===== config.mk =====
export PLATFORM = sky130hd
export DESIGN_NAME = io_bus_arbiter_flat
export DESIGN_NICKNAME = d
export VERILOG_FILES = /design/src/rtl/io_bus_pkg.sv /design/src/rtl/io_bus_arbiter_if.sv /design/src/rtl/io_addr_decoder.sv /design/src/rtl/io_bus_arbiter.sv /design/src/flat_wrapper.sv
export SDC_FILE = /design/constraint.sdc
export NUM_CORES = 1
export LEC_CHECK = 0
export BUFFER_PORTS_ARGS = -buffer_cell sky130_fd_sc_hd__clkbuf_2
export CORE_AREA = 2 2 126 128
export CTS_BUF_LIST = sky130_fd_sc_hd__clkbuf_8
export CTS_CLUSTER_DIAMETER = 30
export DETAILED_ROUTE_END_ITERATION = 6
export DIE_AREA = 0 0 128 130
export PLACE_DENSITY = 0.56
export SLEW_MARGIN = 40
export SYNTH_ARGS = -nofsm -noshare
export SYNTH_HDL_FRONTEND = slang
export SYNTH_SLANG_ARGS = --single-unit

===== constraint.sdc =====
create_clock -name clk -period 2.3 [get_ports clk]
set_input_delay 0.575 -clock clk [delete_from_list [all_inputs] [get_ports clk]]
set_output_delay 0.575 -clock clk [all_outputs]
set_load 0.005 [all_outputs]

===== src/rtl/io_bus_pkg.sv =====
// Shared definitions for the IO peripheral bus: sequencer states,
// peripheral index map and default bus geometry.
package io_bus_pkg;

    localparam int IO_NUM_PERIPH = 4;
    localparam int IO_DATA_W     = 32;
    localparam int IO_ADDR_W_DEF = 8;

    // Peripheral k is selected by IO word-address bit k.
    localparam int IO_GPIO_BIT  = 0;
    localparam int IO_UART_BIT  = 1;
    localparam int IO_TIMER_BIT = 2;
    localparam int IO_SPI_BIT   = 3;

    typedef enum logic [1:0] {
        ST_IDLE   = 2'd0,
        ST_ACCESS = 2'd1,
        ST_RESP   = 2'd2
    } state_e;

endpackage


===== src/rtl/io_bus_arbiter_if.sv =====
// Master-side request/response signals and peripheral-side strobes of
// the two-master IO bus. The arbiter uses the slave view; whoever drives
// the masters and models the peripherals uses the master view.
interface io_bus_arbiter_if
    import io_bus_pkg::*;
#(
    parameter int NUM_PERIPH = IO_NUM_PERIPH,
    parameter int IO_ADDR_W  = IO_ADDR_W_DEF,
    parameter int DATA_W     = IO_DATA_W
);

    logic                         m0_req;
    logic                         m0_we;
    logic [IO_ADDR_W-1:0]         m0_addr;
    logic [DATA_W-1:0]            m0_wdata;
    logic                         m0_ack;
    logic [DATA_W-1:0]            m0_rdata;
    logic                         m0_err;

    logic                         m1_req;
    logic                         m1_we;
    logic [IO_ADDR_W-1:0]         m1_addr;
    logic [DATA_W-1:0]            m1_wdata;
    logic                         m1_ack;
    logic [DATA_W-1:0]            m1_rdata;
    logic                         m1_err;

    logic [NUM_PERIPH-1:0]        p_sel;
    logic                         p_write_en;
    logic                         p_read_en;
    logic [DATA_W-1:0]            p_wdata;
    logic [NUM_PERIPH*DATA_W-1:0] p_rdata;

    modport slave (
        input  m0_req, m0_we, m0_addr, m0_wdata,
        output m0_ack, m0_rdata, m0_err,
        input  m1_req, m1_we, m1_addr, m1_wdata,
        output m1_ack, m1_rdata, m1_err,
        output p_sel, p_write_en, p_read_en, p_wdata,
        input  p_rdata
    );

    modport master (
        output m0_req, m0_we, m0_addr, m0_wdata,
        input  m0_ack, m0_rdata, m0_err,
        output m1_req, m1_we, m1_addr, m1_wdata,
        input  m1_ack, m1_rdata, m1_err,
        input  p_sel, p_write_en, p_read_en, p_wdata,
        output p_rdata
    );

endinterface


===== src/rtl/io_addr_decoder.sv =====
// One-hot IO word-address decoder. The low NUM_PERIPH address bits must be
// exactly one-hot; upper bits are ignored. Zero or multi-hot yields no select.
module io_addr_decoder
    import io_bus_pkg::*;
#(
    parameter int NUM_PERIPH = IO_NUM_PERIPH,
    parameter int IO_ADDR_W  = IO_ADDR_W_DEF
) (
    input  logic [IO_ADDR_W-1:0]  addr,
    output logic [NUM_PERIPH-1:0] sel,
    output logic                  onehot_ok
);

    logic [NUM_PERIPH-1:0] low;
    logic [NUM_PERIPH-1:0] low_m1;

    assign low       = addr[NUM_PERIPH-1:0];
    assign low_m1    = low - NUM_PERIPH'(1);
    // Clearing the lowest set bit leaves zero only for a single-bit value.
    assign onehot_ok = (low != '0) && ((low & low_m1) == '0);
    assign sel       = onehot_ok ? low : '0;

    generate
        if (IO_ADDR_W > NUM_PERIPH) begin : g_hi
            logic unused_hi;
            assign unused_hi = ^addr[IO_ADDR_W-1:NUM_PERIPH];
        end
    endgenerate

endmodule


===== src/rtl/io_bus_arbiter.sv =====
// Two-master round-robin arbiter and sequencer for the IO peripheral bus.
// Each transaction takes IDLE -> ACCESS -> RESP; every output is registered.
//
// Handshake: a master raises req with we/addr/wdata and holds them stable
// until it sees ack (a one-cycle pulse, with rdata/err valid alongside).
// req is sampled only in IDLE, so in the cycle after ack the master either
// drops req or presents the next payload; req still high there is a new
// transaction.
module io_bus_arbiter
    import io_bus_pkg::*;
#(
    parameter int NUM_PERIPH = IO_NUM_PERIPH,
    parameter int IO_ADDR_W  = IO_ADDR_W_DEF,
    parameter int DATA_W     = IO_DATA_W
) (
    input  logic              clk,
    input  logic              rst,
    io_bus_arbiter_if.slave   bus,
    output state_e            dbg_state
);

    state_e                state_q, state_d;
    logic                  ptr_q, ptr_d;     // 1 = prefer m1 on contention
    logic                  gnt_q, gnt_d;     // granted master id
    logic                  we_q, we_d;
    logic                  bad_q, bad_d;     // latched decode error

    logic                  pick;
    logic                  pick_we;
    logic [IO_ADDR_W-1:0]  pick_addr;
    logic [DATA_W-1:0]     pick_wdata;
    logic [NUM_PERIPH-1:0] dec_sel;
    logic                  dec_ok;
    logic [DATA_W-1:0]     rd_slice;
    logic [DATA_W-1:0]     rd_data;

    logic [NUM_PERIPH-1:0] sel_q, sel_d;
    logic                  wen_q, wen_d;
    logic                  ren_q, ren_d;
    logic [DATA_W-1:0]     pwd_q, pwd_d;
    logic                  ack0_q, ack0_d, ack1_q, ack1_d;
    logic                  err0_q, err0_d, err1_q, err1_d;
    logic [DATA_W-1:0]     rdata0_q, rdata0_d, rdata1_q, rdata1_d;

    // Choose the candidate master: the lone requester, or the preferred one.
    always_comb begin
        pick       = (bus.m0_req && bus.m1_req) ? ptr_q : bus.m1_req;
        pick_we    = pick ? bus.m1_we    : bus.m0_we;
        pick_addr  = pick ? bus.m1_addr  : bus.m0_addr;
        pick_wdata = pick ? bus.m1_wdata : bus.m0_wdata;
    end

    io_addr_decoder #(
        .NUM_PERIPH (NUM_PERIPH),
        .IO_ADDR_W  (IO_ADDR_W)
    ) u_dec (
        .addr      (pick_addr),
        .sel       (dec_sel),
        .onehot_ok (dec_ok)
    );

    // Read data of the selected peripheral; writes and decode errors give 0.
    always_comb begin
        rd_slice = '0;
        for (int k = 0; k < NUM_PERIPH; k++) begin
            if (sel_q[k]) rd_slice = rd_slice | bus.p_rdata[k*DATA_W +: DATA_W];
        end
        rd_data = we_q ? '0 : rd_slice;
    end

    // Next state, grant latching and next values of all registered outputs.
    always_comb begin
        state_d  = state_q;
        ptr_d    = ptr_q;
        gnt_d    = gnt_q;
        we_d     = we_q;
        bad_d    = bad_q;
        sel_d    = '0;
        wen_d    = 1'b0;
        ren_d    = 1'b0;
        pwd_d    = '0;
        ack0_d   = 1'b0;
        ack1_d   = 1'b0;
        err0_d   = 1'b0;
        err1_d   = 1'b0;
        rdata0_d = '0;
        rdata1_d = '0;
        case (state_q)
            ST_IDLE: begin
                if (bus.m0_req || bus.m1_req) begin
                    gnt_d   = pick;
                    we_d    = pick_we;
                    bad_d   = ~dec_ok;
                    sel_d   = dec_sel;
                    wen_d   = dec_ok & pick_we;
                    ren_d   = dec_ok & ~pick_we;
                    pwd_d   = pick_wdata;
                    state_d = ST_ACCESS;
                end
            end
            ST_ACCESS: begin
                if (gnt_q) begin
                    ack1_d   = 1'b1;
                    rdata1_d = rd_data;
                    err1_d   = bad_q;
                end else begin
                    ack0_d   = 1'b1;
                    rdata0_d = rd_data;
                    err0_d   = bad_q;
                end
                state_d = ST_RESP;
            end
            ST_RESP: begin
                ptr_d   = ~gnt_q;
                state_d = ST_IDLE;
            end
            default: state_d = ST_IDLE;
        endcase
    end

    // State and round-robin pointer register.
    always_ff @(posedge clk) begin
        if (rst) begin
            state_q <= ST_IDLE;
            ptr_q   <= 1'b0;
        end else begin
            state_q <= state_d;
            ptr_q   <= ptr_d;
        end
    end

    // Transaction context and output registers.
    always_ff @(posedge clk) begin
        if (rst) begin
            gnt_q    <= 1'b0;
            we_q     <= 1'b0;
            bad_q    <= 1'b0;
            sel_q    <= '0;
            wen_q    <= 1'b0;
            ren_q    <= 1'b0;
            pwd_q    <= '0;
            ack0_q   <= 1'b0;
            ack1_q   <= 1'b0;
            err0_q   <= 1'b0;
            err1_q   <= 1'b0;
            rdata0_q <= '0;
            rdata1_q <= '0;
        end else begin
            gnt_q    <= gnt_d;
            we_q     <= we_d;
            bad_q    <= bad_d;
            sel_q    <= sel_d;
            wen_q    <= wen_d;
            ren_q    <= ren_d;
            pwd_q    <= pwd_d;
            ack0_q   <= ack0_d;
            ack1_q   <= ack1_d;
            err0_q   <= err0_d;
            err1_q   <= err1_d;
            rdata0_q <= rdata0_d;
            rdata1_q <= rdata1_d;
        end
    end

    assign bus.p_sel      = sel_q;
    assign bus.p_write_en = wen_q;
    assign bus.p_read_en  = ren_q;
    assign bus.p_wdata    = pwd_q;
    assign bus.m0_ack     = ack0_q;
    assign bus.m0_rdata   = rdata0_q;
    assign bus.m0_err     = err0_q;
    assign bus.m1_ack     = ack1_q;
    assign bus.m1_rdata   = rdata1_q;
    assign bus.m1_err     = err1_q;
    assign dbg_state      = state_q;

endmodule

===== src/flat_wrapper.sv =====
// flat-port wrapper written by rule: the top's interface ports become plain ports
module io_bus_arbiter_flat import io_bus_pkg::*;
#(
    parameter int NUM_PERIPH = IO_NUM_PERIPH,
    parameter int IO_ADDR_W  = IO_ADDR_W_DEF,
    parameter int DATA_W     = IO_DATA_W
)
  (clk, rst, dbg_state, bus_m0_req, bus_m0_we, bus_m0_addr, bus_m0_wdata, bus_m0_ack, bus_m0_rdata, bus_m0_err, bus_m1_req, bus_m1_we, bus_m1_addr, bus_m1_wdata, bus_m1_ack, bus_m1_rdata, bus_m1_err, bus_p_sel, bus_p_write_en, bus_p_read_en, bus_p_wdata, bus_p_rdata);
  io_bus_arbiter_if #(.NUM_PERIPH(NUM_PERIPH), .IO_ADDR_W(IO_ADDR_W), .DATA_W(DATA_W)) bus_i ();
  input  logic clk;
  input  logic rst;
  output state_e dbg_state;
  input wire logic [$bits(bus_i.m0_req)-1:0] bus_m0_req;
  input wire logic [$bits(bus_i.m0_we)-1:0] bus_m0_we;
  input wire logic [$bits(bus_i.m0_addr)-1:0] bus_m0_addr;
  input wire logic [$bits(bus_i.m0_wdata)-1:0] bus_m0_wdata;
  output wire logic [$bits(bus_i.m0_ack)-1:0] bus_m0_ack;
  output wire logic [$bits(bus_i.m0_rdata)-1:0] bus_m0_rdata;
  output wire logic [$bits(bus_i.m0_err)-1:0] bus_m0_err;
  input wire logic [$bits(bus_i.m1_req)-1:0] bus_m1_req;
  input wire logic [$bits(bus_i.m1_we)-1:0] bus_m1_we;
  input wire logic [$bits(bus_i.m1_addr)-1:0] bus_m1_addr;
  input wire logic [$bits(bus_i.m1_wdata)-1:0] bus_m1_wdata;
  output wire logic [$bits(bus_i.m1_ack)-1:0] bus_m1_ack;
  output wire logic [$bits(bus_i.m1_rdata)-1:0] bus_m1_rdata;
  output wire logic [$bits(bus_i.m1_err)-1:0] bus_m1_err;
  output wire logic [$bits(bus_i.p_sel)-1:0] bus_p_sel;
  output wire logic [$bits(bus_i.p_write_en)-1:0] bus_p_write_en;
  output wire logic [$bits(bus_i.p_read_en)-1:0] bus_p_read_en;
  output wire logic [$bits(bus_i.p_wdata)-1:0] bus_p_wdata;
  input wire logic [$bits(bus_i.p_rdata)-1:0] bus_p_rdata;
  assign bus_i.m0_req = bus_m0_req;
  assign bus_i.m0_we = bus_m0_we;
  assign bus_i.m0_addr = bus_m0_addr;
  assign bus_i.m0_wdata = bus_m0_wdata;
  assign bus_m0_ack = bus_i.m0_ack;
  assign bus_m0_rdata = bus_i.m0_rdata;
  assign bus_m0_err = bus_i.m0_err;
  assign bus_i.m1_req = bus_m1_req;
  assign bus_i.m1_we = bus_m1_we;
  assign bus_i.m1_addr = bus_m1_addr;
  assign bus_i.m1_wdata = bus_m1_wdata;
  assign bus_m1_ack = bus_i.m1_ack;
  assign bus_m1_rdata = bus_i.m1_rdata;
  assign bus_m1_err = bus_i.m1_err;
  assign bus_p_sel = bus_i.p_sel;
  assign bus_p_write_en = bus_i.p_write_en;
  assign bus_p_read_en = bus_i.p_read_en;
  assign bus_p_wdata = bus_i.p_wdata;
  assign bus_i.p_rdata = bus_p_rdata;
  io_bus_arbiter #(.NUM_PERIPH(NUM_PERIPH), .IO_ADDR_W(IO_ADDR_W), .DATA_W(DATA_W)) u_core (.clk(clk), .rst(rst), .bus(bus_i), .dbg_state(dbg_state));
endmodule

==> metrics.md <==
| Metric | Value |
|---|---|
| Pleak | `2.95 nW` |
| Clk root buf | `clkbuf_8` |
| Routed vias/inst | `4.63` |
| Synth async-reset ratio | `0%` |
| Initial Util | `25.9%` |
| Post-cts hold buffer count | `0` |
| Status | `finished clean` |
| Yosys Warn Count | `0` |
| Ys flop type | `dfxtp_1` |
| Area of the multi-input gates | `0.00161 mm2` |
| Max-slew violations | `0` |
| Tcrit/Tclk final | `88.4%` |
| Clk Latency, worst-skew pair | `0.38 ns` |
| Drt drc | `0` |
| Routed vias | `4329` |
| Placed Instance Area | `0.00580 mm2` |
| Largest net degree at the start of global routing | `38` |
| Setup Crit Path Kind | `reg -> out` |
| Full die area | `0.0166 mm2` |
| Flops & latches, synth | `112` |
| Die Y | `130 um` |
| First DRT Iteration DRCs | `144` |
| Post-synthesis cell count | `429` |
| Initial DRT Pass Iterations | `4` |
| Clock Pin Slew Worst Setup and Hold Paths | `0.11 ns` |
| Post-DP HPWL | `11.3 mm` |
| Core Box Area | `0.0154 mm2` |
| PwrDens | `615 mW/mm2` |
| H-tree depth | `3` |
| Worst-margin pin slew | `0.794 ns` |
| N_diodes | `0` |
| Critical path, cell by cell | `clkbuf_2` |
| Commonest non-fill, non-tap cell in the layout | `clkbuf_2` |
| Vias in the first global route | `4047` |
| Post-layout min period | `2.03 ns` |
| Final WL | `14.7 mm` |
| CTS tree | `built` |
| Routability congestion estimate | `0.779` |
| Final setup fails | `0` |
| Register area share after synthesis | `56.1%` |
| Gr usage total | `16.8%` |
| Bufs and invs on worst path | `1` |
| I/O Buffers | `313` |
| Number of fill cells | `1644` |
| Syn_area_per_cell | `9.31 um2` |
| VDD IR max | `0.292 mV` |
| Total grt overflow | `0` |
| CP Data Required Time | `1.73 ns` |
| Setup Buffers After CTS | `0` |
| RSZ-0062 raised after global routing | `false` |
| First-pass GRT wire length | `21.4 mm` |
| Antenna violations before repair | `0` |
| Sequential cell area | `0.00224 mm2` |
| Yosys cell types | `32` |
| # nets final | `952` |
| Critical Path Source Type | `register` |
| Proportion of layout cells with a drive suffix above 1 | `47.2%` |
| Min-delay worst type | `in -> reg` |
| Clock tree buffer depth | `2` |
| Hold Violations, Final | `0` |
| Routed Antenna Nets | `0` |
| Post-route setup TNS | `0 ns` |
| Area Growth Syn to Fin | `50.2%` |
| CTS sink cnt | `112` |
| Worst path slowest cell | `dfxtp_1` |
| Core Rows | `46` |
| Slew headroom | `47.0%` |
| Syn Nets | `643` |
| Maximum clock rate | `0.492 GHz` |
| Die width | `128 um` |
| Post-synth EDFFs | `0` |
| CP delay by family, top | `flip-flops` |
| Commonest non-fill, non-tap cells in the layout | `clkbuf_2 (313), dfxtp_1 (112), nor2_1 (72), nand2_1 (65), a21oi_1 (35)` |
| Max stage delay on crit path | `0.84 ns` |
| Area of the mapped netlist | `0.00400 mm2` |
| # IOs | `322` |
| Max cap viols | `0` |
| Arr. time, crit path | `1.46 ns` |
| Resize count post-CTS | `0` |
| CP Capture Type | `primary output` |
| Total CTS buffers | `9` |
| Finished Cell Area | `0.00600 mm2` |
| Crit-path max FO | `15` |
| Wire per inst | `15.8 um` |
| Hold Slack | `0.403 ns` |
| Layout Skew | `0.0177 ns` |
## cells in the mapped netlist (all sizes together) (2+ instances only)
| master | n | area [um2] |
|---|---|---|
| nor2b | 2 | 12.5 |
| a211oi | 3 | 22.5 |
| nor3b | 2 | 25.0 |
| mux2i | 2 | 20.0 |
| xor2 | 3 | 26.3 |
| nor3 | 3 | 20.0 |
| nand3b | 6 | 45.0 |
| buf | 6 | 42.5 |
| and4 | 2 | 17.5 |
| nor2 | 72 | 270 |
| a21oi | 35 | 175 |
| nand2 | 65 | 244 |
| nand2b | 3 | 18.8 |
| dfxtp | 112 | 2240 |
| inv | 3 | 11.3 |
| a221oi | 32 | 280 |
| a22o | 32 | 280 |
| clkbuf | 25 | 93.8 |
| o211ai | 2 | 15.0 |
| and3 | 2 | 12.5 |
| o21ai | 6 | 30.0 |
| and2 | 4 | 26.3 |
## sequential cells by signal (all words and copies together), names as in the netlist, 2 cells and up
name / flops
u_core.bus.m0_rdata: 32
u_core.bus.m1_rdata: 32
u_core.bus.p_wdata: 32
u_core.bus.p_sel: 4
u_core.dbg_state: 2
## cells by family after synthesis
family          share of synthesized area, %
simple gates                            17.9
compound gates                          21.1
flops                                   56.1
buf+inv                                 3.70
xor+xnor                               0.658
mux                                    0.501
## tightest hold or removal path, stage by stage
cell and delay (ns):
clkbuf_2 0.08, nand2_1 0.04, a21oi_1 0.05
## power by group
part	internal, mW	switching, mW
sequential	1.99	0.0215
clock	0.520	0.706
combinational	0.231	0.224
total	2.74	0.952
## metrics by stage
stage,cells,setup slack [ns],power (mW),util [%]
after global placement,919,0.414,2.51,37.6
final,935,0.266,3.69,38.9
after detailed placement,919,0.424,2.51,37.6
after CTS,935,0.186,3.75,38.9
after floorplan,429,0.624,2.23,-
after global routing,935,0.179,3.88,38.9
## layer usage
| layer | vias to the layer above | routed length, um | part of all wire (%) | track usage [%] |
|---|---|---|---|---|
| li1 | 2123 | - | - | - |
| met1 | 1961 | 5970 | 40 | 19.6 |
| met2 | 222 | 7020 | 48 | 28.7 |
| met3 | 23 | 1410 | 9.5 | 5.49 |
| met4 | 0 | 344 | 2.3 | 6.98 |
| met5 | - | 0 | 0 | 0 |
## worst paths after layout
kind              cells after the start                      to                start  slack [ns]
hold / removal                        3   u_core.bus.p_wdata[7]      bus_m1_wdata[7]        0.40
hold reg to reg                       1       u_core.bus.m0_err         u_core.bad_q        0.51
setup reg to reg                      4  u_core.bus.m0_rdata[0]  u_core.bus.p_sel[1]        0.54
setup / recovery                      1            bus_p_sel[3]  u_core.bus.p_sel[3]        0.27
## final cells by class
type	instances	area share, %
well taps	192	4.00
clock buffers	9	2.06
multi-input cells	283	26.8
repair buffers	329	28.3
flip-flops and latches	112	37.4
inverters	3	0.188
clock inverters	7	1.31
(Power assumes the default switching activity.)
